--- config.mk ---
export PLATFORM = sky130hd
export DESIGN_NAME = if_stage
export DESIGN_NICKNAME = d
export VERILOG_FILES = /design/src/rtl/pipeline_pkg.sv /design/src/rtl/if_id_reg.sv /design/src/rtl/if_stage.sv
export SDC_FILE = /design/constraint.sdc
export NUM_CORES = 1
export LEC_CHECK = 0
export BUFFER_PORTS_ARGS = -buffer_cell sky130_fd_sc_hd__clkbuf_2
export CORE_ASPECT_RATIO = 2
export CORE_UTILIZATION = 52
export CTS_CLUSTER_SIZE = 40
export DETAILED_ROUTE_END_ITERATION = 10
export PLACE_DENSITY_LB_ADDON = 0.2
export SETUP_SLACK_MARGIN = 0.4
export SLEW_MARGIN = 5
export SYNTH_ARGS = -nofsm -noshare
export SYNTH_HDL_FRONTEND = slang
export SYNTH_SLANG_ARGS = --single-unit
export TNS_END_PERCENT = 5
--- constraint.sdc ---
create_clock -name clk -period 9.1 [get_ports clk]
set_input_delay 1.365 -clock clk [delete_from_list [all_inputs] [get_ports clk]]
set_output_delay 1.365 -clock clk [all_outputs]
set_load 0.01 [all_outputs]
--- src/rtl/pipeline_pkg.sv ---
// Shared pipeline types and constants for the 5-stage RISC-V core.
package pipeline_pkg;

  localparam int unsigned XLEN_DEFAULT = 64;

  // addi x0, x0, 0 -- canonical bubble instruction
  localparam logic [31:0] NOP_INSTR = 32'h0000_0013;

  typedef enum logic [0:0] {
    StBoot,
    StRun
  } fetch_state_e;

  // Pipeline-register bundle at the default XLEN
  typedef struct packed {
    logic [XLEN_DEFAULT-1:0] pc;
    logic [31:0]             instr;
    logic                    valid;
  } if_id_t;

endpackage

--- src/rtl/if_id_reg.sv ---
// Pipeline register {pc, instr, valid} with write-enable and flush.
// Flush wins over write-enable and loads a bubble. The same block also serves as ID/EX.
module if_id_reg
  import pipeline_pkg::*;
#(
  parameter int unsigned XLEN = XLEN_DEFAULT
) (
  input  logic            clk_i,
  input  logic            rst_i,
  input  logic            flush_i,
  input  logic            write_en_i,
  input  logic [XLEN-1:0] pc_i,
  input  logic [31:0]     instr_i,
  input  logic            valid_i,
  output logic [XLEN-1:0] pc_o,
  output logic [31:0]     instr_o,
  output logic            valid_o
);

  logic [XLEN-1:0] pc_d, pc_q;
  logic [31:0]     instr_d, instr_q;
  logic            valid_d, valid_q;

  // Next-state: bubble on flush, load on write-enable, otherwise hold
  always_comb begin
    pc_d    = pc_q;
    instr_d = instr_q;
    valid_d = valid_q;
    if (flush_i) begin
      pc_d    = '0;
      instr_d = NOP_INSTR;
      valid_d = 1'b0;
    end else if (write_en_i) begin
      pc_d    = pc_i;
      instr_d = instr_i;
      valid_d = valid_i;
    end
  end

  // State register, asynchronous reset to a bubble
  always_ff @(posedge clk_i or posedge rst_i) begin
    if (rst_i) begin
      pc_q    <= '0;
      instr_q <= NOP_INSTR;
      valid_q <= 1'b0;
    end else begin
      pc_q    <= pc_d;
      instr_q <= instr_d;
      valid_q <= valid_d;
    end
  end

  assign pc_o    = pc_q;
  assign instr_o = instr_q;
  assign valid_o = valid_q;

endmodule

--- src/rtl/if_stage.sv ---
// Instruction-fetch stage: PC register, boot FSM, IF/ID register and saturating
// stall/flush debug counters.
module if_stage
  import pipeline_pkg::*;
#(
  parameter int unsigned    XLEN     = XLEN_DEFAULT,
  parameter logic [XLEN-1:0] RESET_PC = '0,
  parameter int unsigned    CNT_W    = 32
) (
  input  logic             clk,
  input  logic             reset,
  input  logic             pc_write_en,
  input  logic             ifid_write_en,
  input  logic             branch_taken,
  input  logic [XLEN-1:0]  branch_target,
  output logic [XLEN-1:0]  imem_addr,
  input  logic [31:0]      imem_rdata,
  output logic [XLEN-1:0]  if_id_pc,
  output logic [31:0]      if_id_instr,
  output logic             if_id_valid,
  output logic [CNT_W-1:0] stall_count,
  output logic [CNT_W-1:0] flush_count
);

  localparam logic [XLEN-1:0]  PcStep    = XLEN'(4);
  localparam logic [XLEN-1:0]  AlignMask = ~XLEN'(3);
  localparam logic [CNT_W-1:0] CntMax    = {CNT_W{1'b1}};
  localparam logic [CNT_W-1:0] CntOne    = CNT_W'(1);

  fetch_state_e     state_d, state_q;
  logic [XLEN-1:0]  pc_d, pc_q;
  logic [CNT_W-1:0] stall_cnt_d, stall_cnt_q;
  logic [CNT_W-1:0] flush_cnt_d, flush_cnt_q;

  logic boot;
  logic flush;
  logic stall;

  // Decode this cycle's action; BOOT ignores redirect and hazard inputs
  always_comb begin
    boot  = (state_q == StBoot);
    flush = !boot && branch_taken;
    // A branch is older than any ID hazard, so a simultaneous stall is dropped
    stall = !boot && !branch_taken && (!pc_write_en || !ifid_write_en);
  end

  // FSM next-state: BOOT lasts exactly one edge after reset release
  always_comb begin
    state_d = state_q;
    unique case (state_q)
      StBoot:  state_d = StRun;
      StRun:   state_d = StRun;
      default: state_d = StBoot;
    endcase
  end

  // PC next-state: redirect, advance or hold; +4 wraps silently
  always_comb begin
    pc_d = pc_q;
    if (boot) begin
      pc_d = RESET_PC;
    end else if (flush) begin
      pc_d = branch_target & AlignMask;
    end else if (pc_write_en) begin
      pc_d = pc_q + PcStep;
    end
  end

  // Saturating debug counters
  always_comb begin
    stall_cnt_d = stall_cnt_q;
    flush_cnt_d = flush_cnt_q;
    if (stall && (stall_cnt_q != CntMax)) begin
      stall_cnt_d = stall_cnt_q + CntOne;
    end
    if (flush && (flush_cnt_q != CntMax)) begin
      flush_cnt_d = flush_cnt_q + CntOne;
    end
  end

  // State, PC and counter registers with asynchronous reset
  always_ff @(posedge clk or posedge reset) begin
    if (reset) begin
      state_q     <= StBoot;
      pc_q        <= RESET_PC;
      stall_cnt_q <= '0;
      flush_cnt_q <= '0;
    end else begin
      state_q     <= state_d;
      pc_q        <= pc_d;
      stall_cnt_q <= stall_cnt_d;
      flush_cnt_q <= flush_cnt_d;
    end
  end

  // BOOT reuses the flush path so IF/ID stays a bubble
  if_id_reg #(
    .XLEN(XLEN)
  ) u_if_id_reg (
    .clk_i      (clk),
    .rst_i      (reset),
    .flush_i    (boot || flush),
    .write_en_i (ifid_write_en),
    .pc_i       (pc_q),
    .instr_i    (imem_rdata),
    .valid_i    (1'b1),
    .pc_o       (if_id_pc),
    .instr_o    (if_id_instr),
    .valid_o    (if_id_valid)
  );

  assign imem_addr   = pc_q;
  assign stall_count = stall_cnt_q;
  assign flush_count = flush_cnt_q;

endmodule
**Word level (Yosys, flattened, before mapping)**

Index checks and enable logic that the tools add are counted.

- Bits in latches: 0
- Memory bits (read-only): 0
- Flip-flop bits (word level): 226
- Output and inout bits: 225
- Bits in writable memories: 0
- Input port bits: 101
- Word-level logic and storage cells: 34
- Memories kept: 0

- $add $sub $neg: 3
- Shift operators: 0
- Div/mod/pow operators: 0
- Reductions and logical operators: 11
- Magnitude comparators: 0
- Multiplexer cells: 9
- Equality and inequality tests: 3
- $mul: 0
- Bitwise gates (word level): 1

Operators with widths:

| operator | number |
|---|---|
| 64-bit two-way mux | 5 |
| 32-bit by 1-bit adder with 32-bit output, second input constant | 2 |
| 64-bit by 3-bit adder with 64-bit output, second input constant | 1 |
| 32-bit two-way mux | 2 |
| 32-bit inequality test, second input constant | 2 |
| 1-bit logical AND | 5 |
| 1-bit zero test | 3 |
| 3-bit by 2-bit inequality test with 1-bit output, second input constant | 1 |
| 1-bit logical OR | 2 |
| 1-bit two-way mux | 2 |
| 2-bit nonzero test | 1 |
| 1-bit NOT | 1 |

**Longest topological paths before layout**

Gate-level depths: netlist of run 1.

- Depth after elaboration: 4
- Depth in mapped cells: 8

**Hierarchy**

Synthesis of run 1 repeated with hierarchy kept, for this count alone.

- Cell total of the unflattened synthesis: 1092
- Area total of the unflattened synthesis: 11293.3 um^2

Modules (own cells, without submodules):

| module | area each (um^2) | times used | cells an instance |
|---|---|---|---|
| if_stage | 7349.5 | 1 | 778 |
| if_id_reg | 3943.8 | 1 | 314 |

**Worst setup path before layout of run 1**

No wires, ideal clock.

- Path type: in2reg
- Start point: in branch_taken
- End point: reg flush_cnt_q[17] (netlist: flush_count[17])
- Setup time: 0.126 ns
- Data arrival time: 2.896 ns
- Data required time: 8.974 ns
- Cell stages on the path: 5
- Path buffers: 1
- Slack: 6.078 ns
- Cell sequence: and4_1 > or4b_2 > clkbuf_1 > or3_1 > xnor2_1

- Cells in the longest elaborated chain, start to end: 2

Ends and longest elaborated chain:

| element | line | source |
|---|---|---|
| start, declared | if_stage.sv:14 | `input logic branch_taken,` |
| 1-bit logical AND | if_stage.sv:42 | `flush = !boot && branch_taken;` |
| 1-bit logical AND | if_stage.sv:76 | `if (flush && (flush_cnt_q != CntMax)) begin` |
| end signal, assigned | if_stage.sv:92 | `flush_cnt_q <= flush_cnt_d;` |
| end, declared | if_stage.sv:33 | `logic [CNT_W-1:0] flush_cnt_d, flush_cnt_q;` |

Every way passes these cells.
A chain may end at the register's enable or synchronous reset.

**Final worst setup path of run 1**

- Start point: in pc_write_en
- End point: reg pc_q[55] (netlist: imem_addr[55])

- Cells in the longest elaborated chain, start to end: 1

Ends and longest elaborated chain:

| element | line | source |
|---|---|---|
| start, declared | if_stage.sv:12 | `input logic pc_write_en,` |
| 3-bit by 2-bit inequality test with 1-bit output (no line) | - |  |
| end signal, assigned | if_stage.sv:90 | `pc_q <= pc_d;` |
| end, declared | if_stage.sv:31 | `logic [XLEN-1:0] pc_d, pc_q;` |

Every way passes these cells.

==> results of run 1 <==
## through the flow
stage	power, µW	utilization (%)	instances	cell area, µm²
global placement	1390	62.0	1613	12700
global route	2400	65.5	1651	13400
finish	2310	65.5	1652	13400
detailed placement	1400	62.0	1613	12700
CTS	2330	65.5	1650	13400
floorplan	1270	-	1083	10900
## worst max-delay path: cells and delay by family
kind / cells / cell delay, ps
compound gates: 2 / 540
buf+inv: 1 / 360
simple gates: 3 / 1730
## per-layer routing
layer	vias up	global-route usage [%]	part of all wire, %
met5	-	0	0
met4	0	14.5	4.2
met3	84	4.62	5.6
met2	338	52.1	53
met1	4601	31.8	37
li1	4408	-	-
## cell usage after synthesis, types with 17 or more instances
| cell | count | share of area (%) |
|---|---|---|
| sky130_fd_sc_hd__dfrtp_1 | 219 | 50 |
| sky130_fd_sc_hd__nor2_1 | 140 | 4.8 |
| sky130_fd_sc_hd__mux2i_1 | 95 | 8.7 |
| sky130_fd_sc_hd__nand2_1 | 74 | 2.5 |
| sky130_fd_sc_hd__xor2_1 | 51 | 4.1 |
| sky130_fd_sc_hd__clkbuf_1 | 46 | 1.6 |
| sky130_fd_sc_hd__nand4_1 | 44 | 2.5 |
| sky130_fd_sc_hd__o21ai_0 | 38 | 1.7 |
| sky130_fd_sc_hd__xnor2_1 | 37 | 3.0 |
| sky130_fd_sc_hd__nor3_1 | 34 | 1.6 |
| sky130_fd_sc_hd__nand3_1 | 32 | 1.5 |
| sky130_fd_sc_hd__and3_1 | 28 | 1.6 |
| sky130_fd_sc_hd__nor4_1 | 27 | 1.5 |
| sky130_fd_sc_hd__a21oi_1 | 23 | 1.1 |
| sky130_fd_sc_hd__and4_1 | 22 | 1.8 |
| sky130_fd_sc_hd__inv_1 | 17 | 0.59 |
## how the worst min path moves through the flow
stage / cells after the start / end / startpoint
4_1_cts: 1 / stall_count[8] / stall_count[8]
6_report: 1 / stall_count[8] / stall_count[8]
2_1_floorplan: 1 / flush_count[21] / flush_count[21]
5_1_grt: 1 / stall_count[8] / stall_count[8]
3_3_place_gp: 1 / flush_count[21] / flush_count[21]
3_5_place_dp: 1 / stall_count[8] / stall_count[8]
## flip-flops by register name, summed over array words and instances (netlist names)
register             count
flush_count             32
u_if_id_reg.valid_o      1
state_q                  1
imem_addr               62
stall_count             32
u_if_id_reg.instr_o     32
u_if_id_reg.pc_o        62
## power groups by stage
stage / Sequential, µW / Combinational (µW) / Clock [µW]
after floorplan: 1130 / 142 / 0
after global placement: 1130 / 266 / 0
after global routing: 1120 / 297 / 977
after detailed placement: 1130 / 272 / 0
final: 1110 / 269 / 930
after CTS: 1110 / 273 / 948
## cell type report
class                      count  area (µm²)  share of cell area (%)
sequential                   222        5560                    41.5
clock buffer                  28         592                    4.42
timing repair buffer         329        1680                    12.5
clock inverter                 9         124                   0.924
antenna                        2        5.00                  0.0374
tap                          266         333                    2.48
inverter                      17        71.3                   0.532
multi-input combinational    779        5040                    37.6
## cell families (layout without fill, tap and decap cells)
| kind of cell | after synthesis | count (layout) |
|---|---|---|
| adder cells (fa/ha/maj) | 3 | 3 |
| XOR/XNOR | 88 | 88 |
| AND/OR/NAND/NOR | 464 | 464 |
| buffers and inverters | 82 | 383 |
| AO/OA/AOI/OAI | 122 | 122 |
| multiplexers | 97 | 97 |
| flip-flops | 222 | 222 |
| other | 2 | 7 |
==> impl_metrics.prom, run 1 <==
# TYPE chip_impl_metric gauge
chip_impl_info{name="outcome",value="completed"} 1
chip_impl_metric{name="ctsHtreeMaxLevel",unit=""} 1
chip_impl_metric{name="setup.reg_to_reg.worst_slack",unit="ps"} 5800
chip_impl_metric{name="flow.area_growth_from_synthesis",unit="%"} 22.9
chip_impl_metric{name="power.clock.fraction",unit="%"} 40.2
chip_impl_metric{name="pre_cts_ws",unit="ps"} 5020
chip_impl_metric{name="net-switching-power",unit="µW"} 617
chip_impl_metric{name="ys_async_sr_fraction",unit="%"} 100
chip_impl_metric{name="final-setup-viol-count",unit=""} 0
chip_impl_metric{name="power_switching_share",unit="%"} 26.7
chip_impl_metric{name="synth_seq_cells",unit=""} 222
chip_impl_metric{name="cts-hold-fix-buffers",unit=""} 0
chip_impl_info{name="crit_path_cell_trace",value="clkbuf_2 -> and3_1 -> nand4_1 -> or3b_2 -> o31a_1 -> o311a_1"} 1
chip_impl_metric{name="p_int",unit="µW"} 1690
chip_impl_metric{name="yosys.area_share.xor_xnor",unit="%"} 7.07
chip_impl_metric{name="drt-pass1-iter-count",unit=""} 5
chip_impl_metric{name="power_frac_seq",unit="%"} 48.1
chip_impl_metric{name="muxShareOfSynthArea",unit="%"} 8.93
chip_impl_metric{name="critPathMaxFanout",unit=""} 15
chip_impl_metric{name="portBuffers",unit=""} 319
chip_impl_info{name="crit_path_top_delay_cell",value="sky130_fd_sc_hd__or3b_2"} 1
chip_impl_metric{name="ant_nets",unit=""} 0
chip_impl_metric{name="postSynthCellCount",unit=""} 1080
chip_impl_info{name="crit_path_end",value="imem_addr[55]"} 1
chip_impl_metric{name="worst_ir_drop_vdd",unit="mV"} 0.148
chip_impl_metric{name="maxCapViolCount",unit=""} 0
chip_impl_metric{name="synth.cell_area",unit="mm²"} 0.0109
chip_impl_info{name="tritoncts",value="done"} 1
chip_impl_metric{name="skew",unit="ps"} 11.9
chip_impl_info{name="setup.worst_path.class",value="input port to flip-flop"} 1
chip_impl_metric{name="grt-ovfl-total",unit=""} 0
chip_impl_info{name="reg_to_reg_critical_path_startpoint",value="state_q"} 1
chip_impl_metric{name="tns",unit="ps"} 0
chip_impl_metric{name="timing.fmax",unit="MHz"} 278
chip_impl_metric{name="powerDensity",unit="mW/mm²"} 173
chip_impl_info{name="layout.cells.most_common",value="sky130_fd_sc_hd__clkbuf_2"} 1
chip_impl_metric{name="final_weighted_congestion_in_routability_driven_placement",unit=""} 0.852
chip_impl_metric{name="die_w",unit="µm"} 104
chip_impl_metric{name="grt_usage",unit="%"} 28.5
chip_impl_metric{name="detailedRoute.firstIterationViolations",unit=""} 433
chip_impl_metric{name="grt_start_max_net_pins",unit=""} 143
chip_impl_metric{name="synth-warning-count",unit=""} 0
chip_impl_info{name="layout_common_cells",value="sky130_fd_sc_hd__clkbuf_2 (318), sky130_fd_sc_hd__dfrtp_1 (219), sky130_fd_sc_hd__nor2_1 (140)"} 1
chip_impl_info{name="regToRegEndpoint",value="stall_count[31]"} 1
chip_impl_info{name="largest_family_of_logic_cells_by_synthesized_area",value="simple AND/OR/NAND/NOR gates"} 1
chip_impl_metric{name="timing.critical_path.slowest_cell_delay",unit="ps"} 770
chip_impl_metric{name="critical_path_arrival",unit="ps"} 4000
chip_impl_metric{name="chipHeight",unit="µm"} 207
chip_impl_metric{name="post_detailed_route_drc_marker_count",unit=""} 0
chip_impl_metric{name="floorplan.initialDensity",unit="%"} 53.3
chip_impl_metric{name="cts_made_buffers",unit=""} 21
chip_impl_metric{name="floorplan.die_area",unit="mm²"} 0.0216
chip_impl_metric{name="synth.lib_cells_used.distinct",unit=""} 60
chip_impl_metric{name="worstRegToRegCells",unit=""} 6
chip_impl_metric{name="grt_antenna_before_repair",unit=""} 1
chip_impl_metric{name="fin_worst_hold_slack",unit="ps"} 491
chip_impl_metric{name="first_global_vias",unit=""} 9236
chip_impl_metric{name="p_leak",unit="µW"} 0.00689
chip_impl_info{name="crit_path_start",value="pc_write_en"} 1
chip_impl_metric{name="num_vias",unit=""} 9431
chip_impl_info{name="rsz0062_at_grt",value="no"} 1
chip_impl_metric{name="post-dp-hpwl",unit="mm"} 22.2
chip_impl_metric{name="post_synth_and_or_nand_nor_area_fraction",unit="%"} 21.9
chip_impl_metric{name="worst_slack",unit="ps"} 5500
chip_impl_info{name="yosys_most_used_dff",value="sky130_fd_sc_hd__dfrtp_1"} 1
chip_impl_metric{name="worst-endpoint-required",unit="ps"} 9500
chip_impl_metric{name="global_route_wire_length_before_repair",unit="mm"} 48.5
chip_impl_metric{name="synth-edff-count",unit=""} 0
chip_impl_metric{name="sinks_on_the_clock_net",unit=""} 222
chip_impl_metric{name="cts_setup_buffers",unit=""} 0
chip_impl_info{name="end_kind",value="flip-flop"} 1
chip_impl_metric{name="finalCritPeriodShare",unit="%"} 39.6
chip_impl_metric{name="layout_min_cycle_time",unit="ps"} 3600
chip_impl_metric{name="seq_area_frac_synth",unit="%"} 51.0
chip_impl_metric{name="maxSlewViolCount",unit=""} 0
chip_impl_metric{name="fraction_of_final_layout_cells_sized_beyond_drive_strength_1",unit="%"} 28.0
chip_impl_metric{name="rows",unit=""} 74
chip_impl_metric{name="filler_cell_count",unit=""} 1752
chip_impl_metric{name="proportion_of_power_drawn_by_combinational_gates",unit="%"} 11.7
chip_impl_metric{name="maxSlewHeadroom",unit="%"} 28.4
chip_impl_metric{name="syn_avg_cell_area",unit="µm²"} 10.1
chip_impl_metric{name="post_cts_resize_count",unit=""} 0
chip_impl_metric{name="cts.clk_slew.worst_paths",unit="ps"} 70
chip_impl_metric{name="source_to_sink_clock_delay_at_the_later_pin_of_the_worst_skew_pair",unit="ps"} 520
chip_impl_metric{name="via_per_inst",unit=""} 5.71
chip_impl_metric{name="routed_wire_length_per_instance",unit="µm"} 19.1
chip_impl_metric{name="total_number_of_nets_in_the_final_design",unit=""} 1474
chip_impl_metric{name="pin_count",unit=""} 326
chip_impl_info{name="holdCritPathClass",value="flip-flop to flip-flop"} 1
chip_impl_metric{name="final_report_hold_violation_count",unit=""} 0
chip_impl_metric{name="postRouteWirelength",unit="mm"} 31.5
chip_impl_metric{name="core_region_area",unit="mm²"} 0.0205
chip_impl_metric{name="cts_max_path_buffers",unit=""} 3
chip_impl_metric{name="post_synth_fa_ha_maj_area_fraction",unit="%"} 0.344
chip_impl_info{name="startpoint_type",value="input port"} 1
chip_impl_metric{name="worst-slew-pin-transition",unit="ps"} 1070
chip_impl_metric{name="synth-compound-area-share",unit="%"} 7.61
chip_impl_info{name="root_buffer",value="sky130_fd_sc_hd__clkbuf_16"} 1
(Power assumes the default switching activity.)
==> run 2, diff against run 1 <==
==> constraint.sdc (replaced) <==
create_clock -name clk -period 3.6 [get_ports clk]
set_input_delay 0.54 -clock clk [delete_from_list [all_inputs] [get_ports clk]]
set_output_delay 0.54 -clock clk [all_outputs]
set_load 0.01 [all_outputs]
==> impl_metrics.prom, run 2 (same netlist as run 1, synthesis figures left out) <==
# TYPE chip_impl_metric gauge
chip_impl_info{name="holdCritPathClass",value="input port to async pin"} 1
chip_impl_info{name="crit_path_top_delay_cell",value="sky130_fd_sc_hd__or4_4"} 1
chip_impl_metric{name="cts_max_path_buffers",unit=""} 3
chip_impl_metric{name="fin_worst_hold_slack",unit="ps"} 214
chip_impl_metric{name="detailedRoute.firstIterationViolations",unit=""} 488
chip_impl_metric{name="ctsHtreeMaxLevel",unit=""} 1
chip_impl_metric{name="grt_usage",unit="%"} 29.0
chip_impl_metric{name="flow.area_growth_from_synthesis",unit="%"} 23.8
chip_impl_metric{name="final_report_hold_violation_count",unit=""} 0
chip_impl_metric{name="worst-slew-pin-transition",unit="ps"} 942
chip_impl_metric{name="routed_wire_length_per_instance",unit="µm"} 18.9
chip_impl_metric{name="post-dp-hpwl",unit="mm"} 22.9
chip_impl_metric{name="finalPower",unit="µW"} 5830
chip_impl_metric{name="floorplan.die_area",unit="mm²"} 0.0216
chip_impl_metric{name="maxCapViolCount",unit=""} 0
chip_impl_metric{name="sinks_on_the_clock_net",unit=""} 222
chip_impl_metric{name="total_number_of_nets_in_the_final_design",unit=""} 1484
chip_impl_metric{name="rows",unit=""} 74
chip_impl_metric{name="grt-ovfl-total",unit=""} 0
chip_impl_info{name="setup.worst_path.class",value="flip-flop to flip-flop"} 1
chip_impl_metric{name="floorplan.initialDensity",unit="%"} 53.3
chip_impl_metric{name="post_dp_cell_area",unit="mm²"} 0.0128
chip_impl_metric{name="cts_setup_buffers",unit=""} 0
chip_impl_metric{name="drt-met1-wl",unit="mm"} 11.8
chip_impl_metric{name="worst_ir_drop_vdd",unit="mV"} 0.450
chip_impl_metric{name="worst-endpoint-required",unit="ps"} 4000
chip_impl_metric{name="portBuffers",unit=""} 319
chip_impl_metric{name="cts.clk_slew.worst_paths",unit="ps"} 70
chip_impl_metric{name="final_weighted_congestion_in_routability_driven_placement",unit=""} 0.866
chip_impl_metric{name="post_cts_resize_count",unit=""} 0
chip_impl_metric{name="layout_min_cycle_time",unit="ps"} 2560
chip_impl_metric{name="grt_start_max_net_pins",unit=""} 80
chip_impl_metric{name="cts_made_buffers",unit=""} 21
chip_impl_info{name="layout_common_cells",value="sky130_fd_sc_hd__clkbuf_2 (318), sky130_fd_sc_hd__dfrtp_1 (219), sky130_fd_sc_hd__nor2_1 (140)"} 1
chip_impl_metric{name="via_per_inst",unit=""} 5.70
chip_impl_metric{name="tns",unit="ps"} 0
chip_impl_info{name="rsz0062_at_grt",value="no"} 1
chip_impl_info{name="layout.cells.most_common",value="sky130_fd_sc_hd__clkbuf_2"} 1
chip_impl_metric{name="timing.critical_path.slowest_cell_delay",unit="ps"} 710
chip_impl_metric{name="p_leak",unit="µW"} 0.00693
chip_impl_metric{name="postRouteWirelength",unit="mm"} 31.5
chip_impl_metric{name="source_to_sink_clock_delay_at_the_later_pin_of_the_worst_skew_pair",unit="ps"} 510
chip_impl_metric{name="global_route_wire_length_before_repair",unit="mm"} 49.4
chip_impl_metric{name="finalCritPeriodShare",unit="%"} 71.2
chip_impl_metric{name="skew",unit="ps"} 21.9
chip_impl_metric{name="path_buf_inv",unit=""} 0
chip_impl_metric{name="final-setup-viol-count",unit=""} 0
chip_impl_info{name="startpoint_type",value="flip-flop"} 1
chip_impl_metric{name="ant_nets",unit=""} 0
chip_impl_metric{name="detailroute.wirelength.met2",unit="mm"} 16.5
chip_impl_info{name="routed.top_layer",value="met4"} 1
chip_impl_metric{name="core_region_area",unit="mm²"} 0.0205
chip_impl_info{name="outcome",value="completed"} 1
chip_impl_metric{name="critPathMaxFanout",unit=""} 21
chip_impl_metric{name="pin_count",unit=""} 326
chip_impl_metric{name="chipHeight",unit="µm"} 207
chip_impl_info{name="end_kind",value="flip-flop"} 1
chip_impl_metric{name="stdcell_area",unit="mm²"} 0.0135
chip_impl_metric{name="post_detailed_route_drc_marker_count",unit=""} 0
chip_impl_metric{name="die_w",unit="µm"} 104
chip_impl_metric{name="grt_antenna_before_repair",unit=""} 2
chip_impl_metric{name="maxSlewHeadroom",unit="%"} 37.1
chip_impl_metric{name="first_global_vias",unit=""} 9409
chip_impl_metric{name="routed-wl-met3",unit="mm"} 1.58
chip_impl_metric{name="maxSlewViolCount",unit=""} 0
chip_impl_metric{name="fraction_of_final_layout_cells_sized_beyond_drive_strength_1",unit="%"} 28.5
chip_impl_metric{name="critical_path_arrival",unit="ps"} 2960
chip_impl_metric{name="timing.fmax",unit="MHz"} 390
chip_impl_metric{name="cts-hold-fix-buffers",unit=""} 0
chip_impl_info{name="cp_top_family",value="simple AND/OR/NAND/NOR gates"} 1
chip_impl_metric{name="drt-pass1-iter-count",unit=""} 7
chip_impl_info{name="tritoncts",value="done"} 1
chip_impl_info{name="crit_path_cell_trace",value="nand3_2 -> or4_4 -> nor2_1 -> a41oi_1 -> a221o_1"} 1
chip_impl_metric{name="powerDensity",unit="mW/mm²"} 431
chip_impl_metric{name="num_vias",unit=""} 9471
chip_impl_info{name="root_buffer",value="sky130_fd_sc_hd__clkbuf_16"} 1
==> run 2: cell count changes in the layout (fill, tap and decap cells not counted) <==
cell and change:
sky130_fd_sc_hd__buf_4 +7, sky130_fd_sc_hd__clkinvlp_4 +4, sky130_fd_sc_hd__buf_12 +3, sky130_fd_sc_hd__inv_6 -1
sky130_fd_sc_hd__clkbuf_8 -1, sky130_fd_sc_hd__clkinv_2 -1, sky130_fd_sc_hd__inv_8 -1
==> run 2: layout make-up <==
type | instances | area (µm²)
inverter | 17 | 67.6
tap | 266 | 333
timing repair buffer | 339 | 1790
antenna | 2 | 5.00
sequential | 222 | 5560
fill | 1789 | 6960
clock inverter | 10 | 133
multi-input combinational | 779 | 5040
clock buffer | 27 | 578
==> run 2: routing by layer <==
metal / vias to the layer above / global-route usage (%)
li1: 4445 / -
met1: 4612 / 33.0
met2: 329 / 52.2
met3: 85 / 4.33
met4: 0 / 16.0
met5: - / 0
==> run 2: path summary, 6_finish.rpt <==
kind | slack, ps | cells after the start | end | startpoint
max | 1040 | 5 | imem_addr[49] | imem_addr[12]
max reg2reg | 1040 | 5 | imem_addr[49] | imem_addr[12]
min reg2reg | 480 | 1 | flush_count[21] | flush_count[21]
min | 210 | 2 | flush_count[26] | reset
max in group asynchronous | 2480 | 3 | stall_count[13] | reset
min in group clk | 220 | 3 | imem_addr[38] | branch_target[38]
==> run 2: report_power, final <==
part	switching [µW]	total (µW)	internal [µW]
Sequential	189	2810	2620
Clock	974	2330	1350
Combinational	391	689	297
==> run 2: metrics by stage <==
stage                     util [%]  cells  setup WS, ps
after floorplan                  -   1083           166
after global placement        62.5   1623           907
after detailed placement      62.5   1623           853
after CTS                     66.0   1660          1020
after global routing          66.0   1662           904
final                         66.0   1662          1040
==> run 2: worst register-to-register path: cells and delay by family (launching register included) <==
kind | cells | cell delay (ps)
AOI/OAI and AO/OA | 2 | 500
DFF | 1 | 480
and+or+nand+nor | 3 | 1480
